==> config.mk <==
export PLATFORM = sky130hd
export DESIGN_NAME = prio_enc_arb
export DESIGN_NICKNAME = d
export VERILOG_FILES = /design/src/rtl/prio_pkg.sv /design/src/rtl/prio_pick.sv /design/src/rtl/prio_enc_arb.sv
export SDC_FILE = /design/constraint.sdc
export NUM_CORES = 1
export LEC_CHECK = 0
export CORE_UTILIZATION = 59
export CTS_CLUSTER_DIAMETER = 200
export DETAILED_ROUTE_END_ITERATION = 8
export HOLD_SLACK_MARGIN = 0.08
export PLACE_DENSITY = 0.93
export SYNTH_ARGS = -nofsm -noshare
export SYNTH_HDL_FRONTEND = slang
export SYNTH_SLANG_ARGS = --single-unit
==> constraint.sdc <==
create_clock -name clk -period 12.85 [get_ports clk]
set_input_delay 1.285 -clock clk [delete_from_list [all_inputs] [get_ports clk]]
set_output_delay 1.285 -clock clk [all_outputs]
set_load 0.02 [all_outputs]
==> src/rtl/prio_pkg.sv <==
// Shared types and helpers for the priority-encoder arbiter family.
package prio_pkg;

   typedef enum logic {
      IDLE  = 1'b0,
      GRANT = 1'b1
   } state_t;

   localparam logic MODE_FIXED = 1'b0;
   localparam logic MODE_RR    = 1'b1;

   // Widest request vector any arbiter in the family supports.
   localparam int unsigned MAX_N = 64;

   // One-hot of idx within an n-bit field; all zero when idx is out of range.
   function automatic logic [MAX_N-1:0] onehot(input int unsigned idx, input int unsigned n);
      logic [MAX_N-1:0] v;
      v = '0;
      if (idx < n) begin
         v = MAX_N'(1) << idx;
      end
      return v;
   endfunction

endpackage

==> src/rtl/prio_pick.sv <==
// Combinational winner selection: highest index (fixed) or first set bit at or
// after ptr, wrapping modulo N (round-robin).
module prio_pick
   import prio_pkg::*;
#(
   parameter int unsigned N = 8,
   localparam int unsigned IW = $clog2(N)
) (
   input  logic [N-1:0]  req,
   input  logic [IW-1:0] ptr,
   input  logic          mode,
   output logic          found,
   output logic [IW-1:0] w
);

   // Search by circular distance from ptr so the wrap is modulo N, not 2^IW.
   always_comb begin
      int unsigned p;
      int unsigned d;
      int unsigned best;
      p     = 32'(ptr);
      d     = 0;
      best  = N;
      found = |req;
      w     = '0;
      for (int unsigned i = 0; i < N; i++) begin
         if (req[i]) begin
            if (mode == MODE_FIXED) begin
               w = IW'(i);
            end else begin
               d = (i >= p) ? (i - p) : (i + N - p);
               if (d < best) begin
                  best = d;
                  w    = IW'(i);
               end
            end
         end
      end
   end

endmodule

==> src/rtl/prio_enc_arb.sv <==
// Registered N-input priority arbiter with valid/ack handshake and selectable
// fixed or round-robin priority.
module prio_enc_arb
   import prio_pkg::*;
#(
   parameter int unsigned N = 8,
   localparam int unsigned IW = $clog2(N)
) (
   input  logic          clk,
   input  logic          rst_n,
   input  logic [N-1:0]  req,
   input  logic          mode,
   input  logic          ack,
   output logic          valid,
   output logic [IW-1:0] idx,
   output logic [N-1:0]  grant
);

   state_t          state_q, state_d;
   logic [IW-1:0]   ptr_q, ptr_d;
   logic            mode_q, mode_d;
   logic            valid_q, valid_d;
   logic [IW-1:0]   idx_q, idx_d;
   logic [N-1:0]    grant_q, grant_d;
   logic            found;
   logic [IW-1:0]   w;
   logic [MAX_N-1:0] oh_w;

   prio_pick #(
      .N (N)
   ) u_pick (
      .req   (req),
      .ptr   (ptr_q),
      .mode  (mode),
      .found (found),
      .w     (w)
   );

   assign oh_w = onehot(32'(w), N);

   // State register.
   always_ff @(posedge clk or negedge rst_n) begin
      if (!rst_n) begin
         state_q <= IDLE;
      end else begin
         state_q <= state_d;
      end
   end

   // Next state: grant on any request, release on ack or on withdrawal.
   always_comb begin
      state_d = state_q;
      unique case (state_q)
         IDLE:    if (found) state_d = GRANT;
         GRANT:   if (ack || !req[idx_q]) state_d = IDLE;
         default: state_d = IDLE;
      endcase
   end

   // Output/pointer next values; ack beats withdrawal on the same edge.
   always_comb begin
      valid_d = valid_q;
      idx_d   = idx_q;
      grant_d = grant_q;
      ptr_d   = ptr_q;
      mode_d  = mode_q;
      unique case (state_q)
         IDLE: begin
            if (found) begin
               valid_d = 1'b1;
               idx_d   = w;
               grant_d = oh_w[N-1:0];
               mode_d  = mode;
            end else begin
               valid_d = 1'b0;
               grant_d = '0;
            end
         end
         GRANT: begin
            if (ack) begin
               valid_d = 1'b0;
               grant_d = '0;
               // Mode latched at grant time decides whether the pointer advances.
               if (mode_q == MODE_RR) begin
                  ptr_d = (idx_q == IW'(N - 1)) ? '0 : idx_q + IW'(1);
               end
            end else if (!req[idx_q]) begin
               valid_d = 1'b0;
               grant_d = '0;
            end
         end
         default: begin
            valid_d = 1'b0;
            grant_d = '0;
         end
      endcase
   end

   // Output, pointer and latched-mode registers.
   always_ff @(posedge clk or negedge rst_n) begin
      if (!rst_n) begin
         valid_q <= 1'b0;
         idx_q   <= '0;
         grant_q <= '0;
         ptr_q   <= '0;
         mode_q  <= MODE_FIXED;
      end else begin
         valid_q <= valid_d;
         idx_q   <= idx_d;
         grant_q <= grant_d;
         ptr_q   <= ptr_d;
         mode_q  <= mode_d;
      end
   end

   assign valid = valid_q;
   assign idx   = idx_q;
   assign grant = grant_q;

endmodule

Yosys cells after proc, flatten, opt, wreduce, memory -nomap -nowiden. Index checks and enable logic that the tools add are counted. Widths: inputs -> output; s select.

Multiplexer cells: 62. Bitwise gates (word level): 1. Reductions and logical operators: 5. Multiply operators: 0. Eq/ne operators: 2. Shift operators: 1. $lt $le $gt $ge: 16. Divide/modulo/power cells: 0. Add/sub/neg operators: 16.

Operators with widths (number): $mux 32 (28); $lt 32x32->1 (7); $mux 3 (21); $sub 4x3->5 const A (7); $lt 32x4->1 const B (1); $mux 8 (3); $pmux 8 s2 (1); $sub 3x3->4 const A (4); $ge 3x3->1 const A (3); $reduce_or 8->1 (1); $shl 1x3->8 const A (1); $sub 1x3->4 const A (2); $sub 2x3->4 const A (2); $ge 1x3->1 const A (2); $ge 2x3->1 const A (2); $mux 1 (6); $lt 3x4->1 const B (1); $pmux 1 s2 (2); $add 3x1->3 const B (1); $bmux 1 s3 (1); $eq 3x3->1 const B (1); $ne 3x3->1 const B (1); $reduce_and 3->1 (1); $reduce_and 2->1 (1); other kinds (3) (3).

Memory bits (read-only): 0. Memories kept: 0. Output and inout bits: 12. Bits in latches: 0. Bits of input ports: 12. Memory bits (writable): 0. Register bits: 17. Word-level logic and storage cells: 109.

Logic depth before layout (Yosys ltp).
Depth in word-level cells: 37. Depth in mapped cells: 58. Mapped depth without buffers: 56.

By module. Synthesis repeated with hierarchy kept, for this count alone.

Cells, all modules: 325. Area total of the unflattened synthesis: 2670.1 um2.

Modules (own cells, without submodules): prio_pick (times used 1, sequential area each 0.0 um2, cells an instance 257, area an instance 1864.3 um2); prio_enc_arb (times used 1, sequential area each 425.4 um2, cells an instance 68, area an instance 805.8 um2).

Least setup slack after synthesis. OpenSTA, ideal clock, no wires.

Path type: register to register. Start: register ptr_q[0]. End: register idx_q[2], in the netlist idx[2]. Cell stages (with the launch flop): 55. Buffers on the path: 2. Path slack: 2.166 ns. Arrival: 10.558 ns. Data required time: 12.724 ns. Period minus slack after synthesis: 10.684 ns. Setup time: 0.126 ns. Path through: dfrtp_1 buf_2 clkinv_1 ha_1 ha_1 ha_1 and3_1 buf_6 ha_1 a21oi_1 a21oi_2 nor2_2 nor2_1 a21oi_1 ha_1 a21oi_1 o211a_1 and2_1 [... 19 more ...] o21ai_0 a21o_1 a41o_4 mux2_2 ha_1 a21oi_1 nor2b_1 nand3_1 a41oi_1 nor2_1 mux2_2 ha_1 o21a_1 o21ai_0 a311o_1 o41ai_1 a21oi_2 o32a_1.

Longest elaborated chain between the ends: 34. Elaborated cells on any way between the ends: 76. Classes of those cells: 15 x add/sub; 15 x order compare; 46 x mux.

RTL lines: from (decl) (line prio_enc_arb.sv:20) `logic [IW-1:0] ptr_q, ptr_d;`; from (signal assigned) (line prio_enc_arb.sv:111) `ptr_q <= ptr_d;`; $sub 4x3->5, or another cell as far along (line prio_pick.sv:31) `d = (i >= p) ? (i - p) : (i + N - p);`; $mux 32 (line prio_pick.sv:31); $lt 32x4->1 (line prio_pick.sv:32) `if (d < best) begin`; $mux 32 (line prio_pick.sv:32); $mux 32 (line prio_pick.sv:28) `if (mode == MODE_FIXED) begin`; $mux 32 (line prio_pick.sv:27) `if (req[i]) begin`; $lt 32x32->1 (line prio_pick.sv:32); $mux 32 (line prio_pick.sv:32); [... 18 more ...]; $lt 32x32->1 (line prio_pick.sv:32); $mux 32 (line prio_pick.sv:32); $mux 32 (line prio_pick.sv:28); $mux 32 (line prio_pick.sv:27); $lt 32x32->1 (line prio_pick.sv:32); $mux 3 (line prio_pick.sv:32); $mux 3 (line prio_pick.sv:28); $mux 3 * (line prio_pick.sv:27); to (signal assigned) (line prio_enc_arb.sv:109) `idx_q <= idx_d;`; to (decl) (line prio_enc_arb.sv:23) `logic [IW-1:0] idx_q, idx_d;`.

Mark *: on every way between the ends. The rest lies on a longest branch, timed or not. A chain may end at the register's enable or synchronous reset.

Worst setup path in the final report.
Start: input port req[0]. End: register grant_q[2], in the netlist grant[2].

Longest elaborated chain between the ends: 32. Elaborated cells on any way between the ends: 54. Classes of those cells: 7 x order compare; 1 x eq/ne; 1 x shift; 44 x mux; 1 x reduce/logical.

RTL lines: from (decl) (line prio_enc_arb.sv:11) `input logic [N-1:0] req,`; $mux 32 (line prio_pick.sv:27); $lt 32x32->1 (line prio_pick.sv:32); $mux 32 (line prio_pick.sv:32); $mux 32 (line prio_pick.sv:28); $mux 32 (line prio_pick.sv:27); $lt 32x32->1 (line prio_pick.sv:32); $mux 32 (line prio_pick.sv:32); $mux 32 (line prio_pick.sv:28); [... 16 more ...]; $mux 32 (line prio_pick.sv:27); $lt 32x32->1 (line prio_pick.sv:32); $mux 3 (line prio_pick.sv:32); $mux 3 (line prio_pick.sv:28); $mux 3 (line prio_pick.sv:27); $shl 1x3->8 (line prio_pkg.sv:20) `v = MAX_N'(1) << idx;`; $mux 8 (line prio_enc_arb.sv:69) `if (found) begin`; $pmux 8 s2 (line prio_enc_arb.sv:67) `unique case (state_q)`; to (signal assigned) (line prio_enc_arb.sv:110) `grant_q <= grant_d;`; to (decl) (line prio_enc_arb.sv:24) `logic [N-1:0] grant_q, grant_d;`.

Parallel ways exist; a longest one is shown, timed or not. The select of a mux whose other input is x is not followed.

==> results.txt <==
Status -> finished clean
Post-synth EDFFs -> 0
Met3 routed WL -> 396 um
Most common cell after layout, fill and taps aside -> ha_1
Average size of a mapped cell -> 8.398 sq um
Final Max Slew Viols -> 0
Port bufs -> 23
Yosys top cell by area -> ha_1
Initial DRC Count -> 228
Slowest stage cell, crit path -> clkdlybuf4s50_1
Initial antenna violation count -> 0
Num CTS Buffers -> 3
IO Pins -> 24
Gr usage total -> 30.90%
Reg clk slew, reported paths -> 70 ps
Initial Util -> 61.37%
Slew Limit Headroom -> 28.87%
Root Buffer Master -> clkbuf_8
Async set or reset register ratio after synthesis -> 100.0%
Die width -> 69.07 um
Adder-cell share of the synthesized area -> 22.63%
Crit Path Class -> primary input to flop
Worst Path Max Fanout -> 8
Reg2Reg Capture Point -> grant[2]$_DFFE_PN0P_
Seq/Total Area, Yosys -> 16.03%
Post-CTS Setup Bufs -> 0
Synthesized cell area -> 0.002654 sq mm
Critical Path AT -> 12150 ps
H-tree depth -> 1
Worst Hold End -> valid$_DFFE_PN0P_
Vias in the first global route -> 2631
Most frequent cells in the layout -> ha_1 (48), inv_1 (31), nand2_1 (29)
Nets@finish -> 407
R2R cell count -> 52
Worst-case clock buffer depth -> 2
Xor/xnor share of the synthesized area -> 0%
Min cycle time layout -> 12010 ps
# placed instances -> 394
Clock Skews -> 6.734 ps
RD Place Congestion -> 0.9378
Post-synthesis register bit count -> 17
Top FF cell, synth -> dfrtp_1
Mapped Cells -> 316
Post-Synth Simple-Gate Area -> 18.39%
Area Growth Syn to Fin -> 14.43%
Die area -> 0.004770 sq mm
Reg-to-reg critical path startpoint -> ptr_q[2]$_DFFE_PN0P_
CP startpoint kind -> primary input
CTS tree -> built
# rows -> 24
TNS Setup -> 0 ps
Remaining antenna violation count -> 0
Critical Path RT -> 12980 ps
Final setup fails -> 0
Highest metal used -> met4
Compound-cell area share of the yosys netlist -> 28.01%
Core Area -> 0.004324 sq mm
Largest family of logic cells by synthesized area -> compound AO/OA/AOI/OAI gates
Die height -> 69.07 um
Most numerous cell on the critical path -> ha_1
Fill cell count -> 347
DRC -> 0
Grt total ovfl -> 0
Drt wl/cell -> 18.07 um
Max stage delay on crit path -> 550 ps
Maxcap violations -> 0
Largest net degree at the start of global routing -> 23
Clk_lat worst skew -> 260 ps
Synth warn -> 0
Fin. Hold Viols -> 0
Vias per cell -> 6.676
First-pass GRT wire length -> 12.20 mm
WHS Path Cells -> 1
Flop2flop setup slack -> 840 ps
# clock sinks -> 17
DP Wirelength -> 5.565 mm
Top post-synthesis cells by area -> ha_1 (23%), dfrtp_1 (16%), mux2_2 (5.1%)
Synth top area share -> 22.63%
HP Class -> flop to flop
Final WL -> 7.190 mm
Period utilisation layout -> 93.50%
CP endpoint kind -> flop
Post-synthesis mux area share -> 9.194%
Met2 wire length -> 3.613 mm
Vias -> 2657
Antenna cells -> 0
Layout cells sized above 1 -> 13.01%
Tightest Pin Transition -> 1065 ps
Max Clk Rate -> 83.23 MHz
Yosys cell types -> 69
Drt pass-1 iters -> 5
Critical hold path startpoint -> valid$_DFFE_PN0P_
Non-Filler Instances -> 398
WL met1 -> 2.931 mm
[layer usage]
metal  GRT usage [%]  up-vias
met4           13.83        0
met1           37.58     1274
met3           2.047       28
met2           55.45      123
met5               0        -
li1                -     1232
[registers in the layout, indices dropped and copies added, names as in the netlist]
register,count
idx,3
state_q,1
ptr_q,3
valid,1
mode_q,1
grant,8
[timing repair]
item                                    4_1_cts  5_1_grt
hold buffers                                  0        0
gates resized for setup                       0        8
endpoints found under the setup margin        0       11
[critical path: cells and delay by family]
family	cells	cell delay, ps
compound gates	22	4470
fa+ha+maj	7	1800
buf+inv	1	550
mux	3	870
simple gates	17	3150
[Yosys cell counts (5+ instances only)]
master / n
a21o_1: 5
a21oi_1: 17
a31oi_1: 7
dfrtp_1: 17
ha_1: 48
inv_1: 31
mux2_2: 12
mux2i_1: 5
nand2_1: 29
nand3_1: 9
nor2_1: 21
nor3_1: 6
o21a_1: 5
o21ai_0: 11
[stage by stage]
step	worst slack (ps)	cell area (sq um)	util, %	hold slack, ps
2_1_floorplan	2166	2673	-	481.4
3_3_place_gp	613.2	2962	68.49	465.4
3_5_place_dp	387.4	2962	68.49	476.4
4_1_cts	468.2	3010	69.62	496.9
5_1_grt	-10.26	3037	70.23	520.4
6_report	835.8	3037	70.23	495.7
[area by class of cell]
cell class,instances,area [sq um],area share (%)
inverters,32,120.1,3.955
well taps,52,65.06,2.143
flip-flops and latches,17,426.7,14.05
clock buffers,3,41.29,1.360
repair buffers,26,252.7,8.323
multi-input cells,267,2123,69.92
clock inverters,1,7.507,0.2472
[cells by family (layout without fill, tap and decap cells)]
kind of cell | after synthesis | count (layout)
AND/OR/NAND/NOR | 98 | 98
AO/OA/AOI/OAI | 95 | 95
adder cells (fa/ha/maj) | 48 | 48
buffers and inverters | 37 | 62
multiplexers | 20 | 20
flip-flops | 17 | 17
other | 1 | 6
[worst max-delay path by stage]
stage	startpoint	to
2_1_floorplan	ptr_q[0]$_DFFE_PN0P_	idx[2]$_DFFE_PN0P_
3_3_place_gp	req[0]	grant[2]$_DFFE_PN0P_
3_5_place_dp	req[0]	grant[2]$_DFFE_PN0P_
4_1_cts	ptr_q[1]$_DFFE_PN0P_	grant[2]$_DFFE_PN0P_
5_1_grt	ptr_q[1]$_DFFE_PN0P_	grant[2]$_DFFE_PN0P_
6_report	req[0]	grant[2]$_DFFE_PN0P_
Power is left out: the tool's default activity adds up to more than one toggle a clock period on the data nets, which glitch-free logic cannot reach.
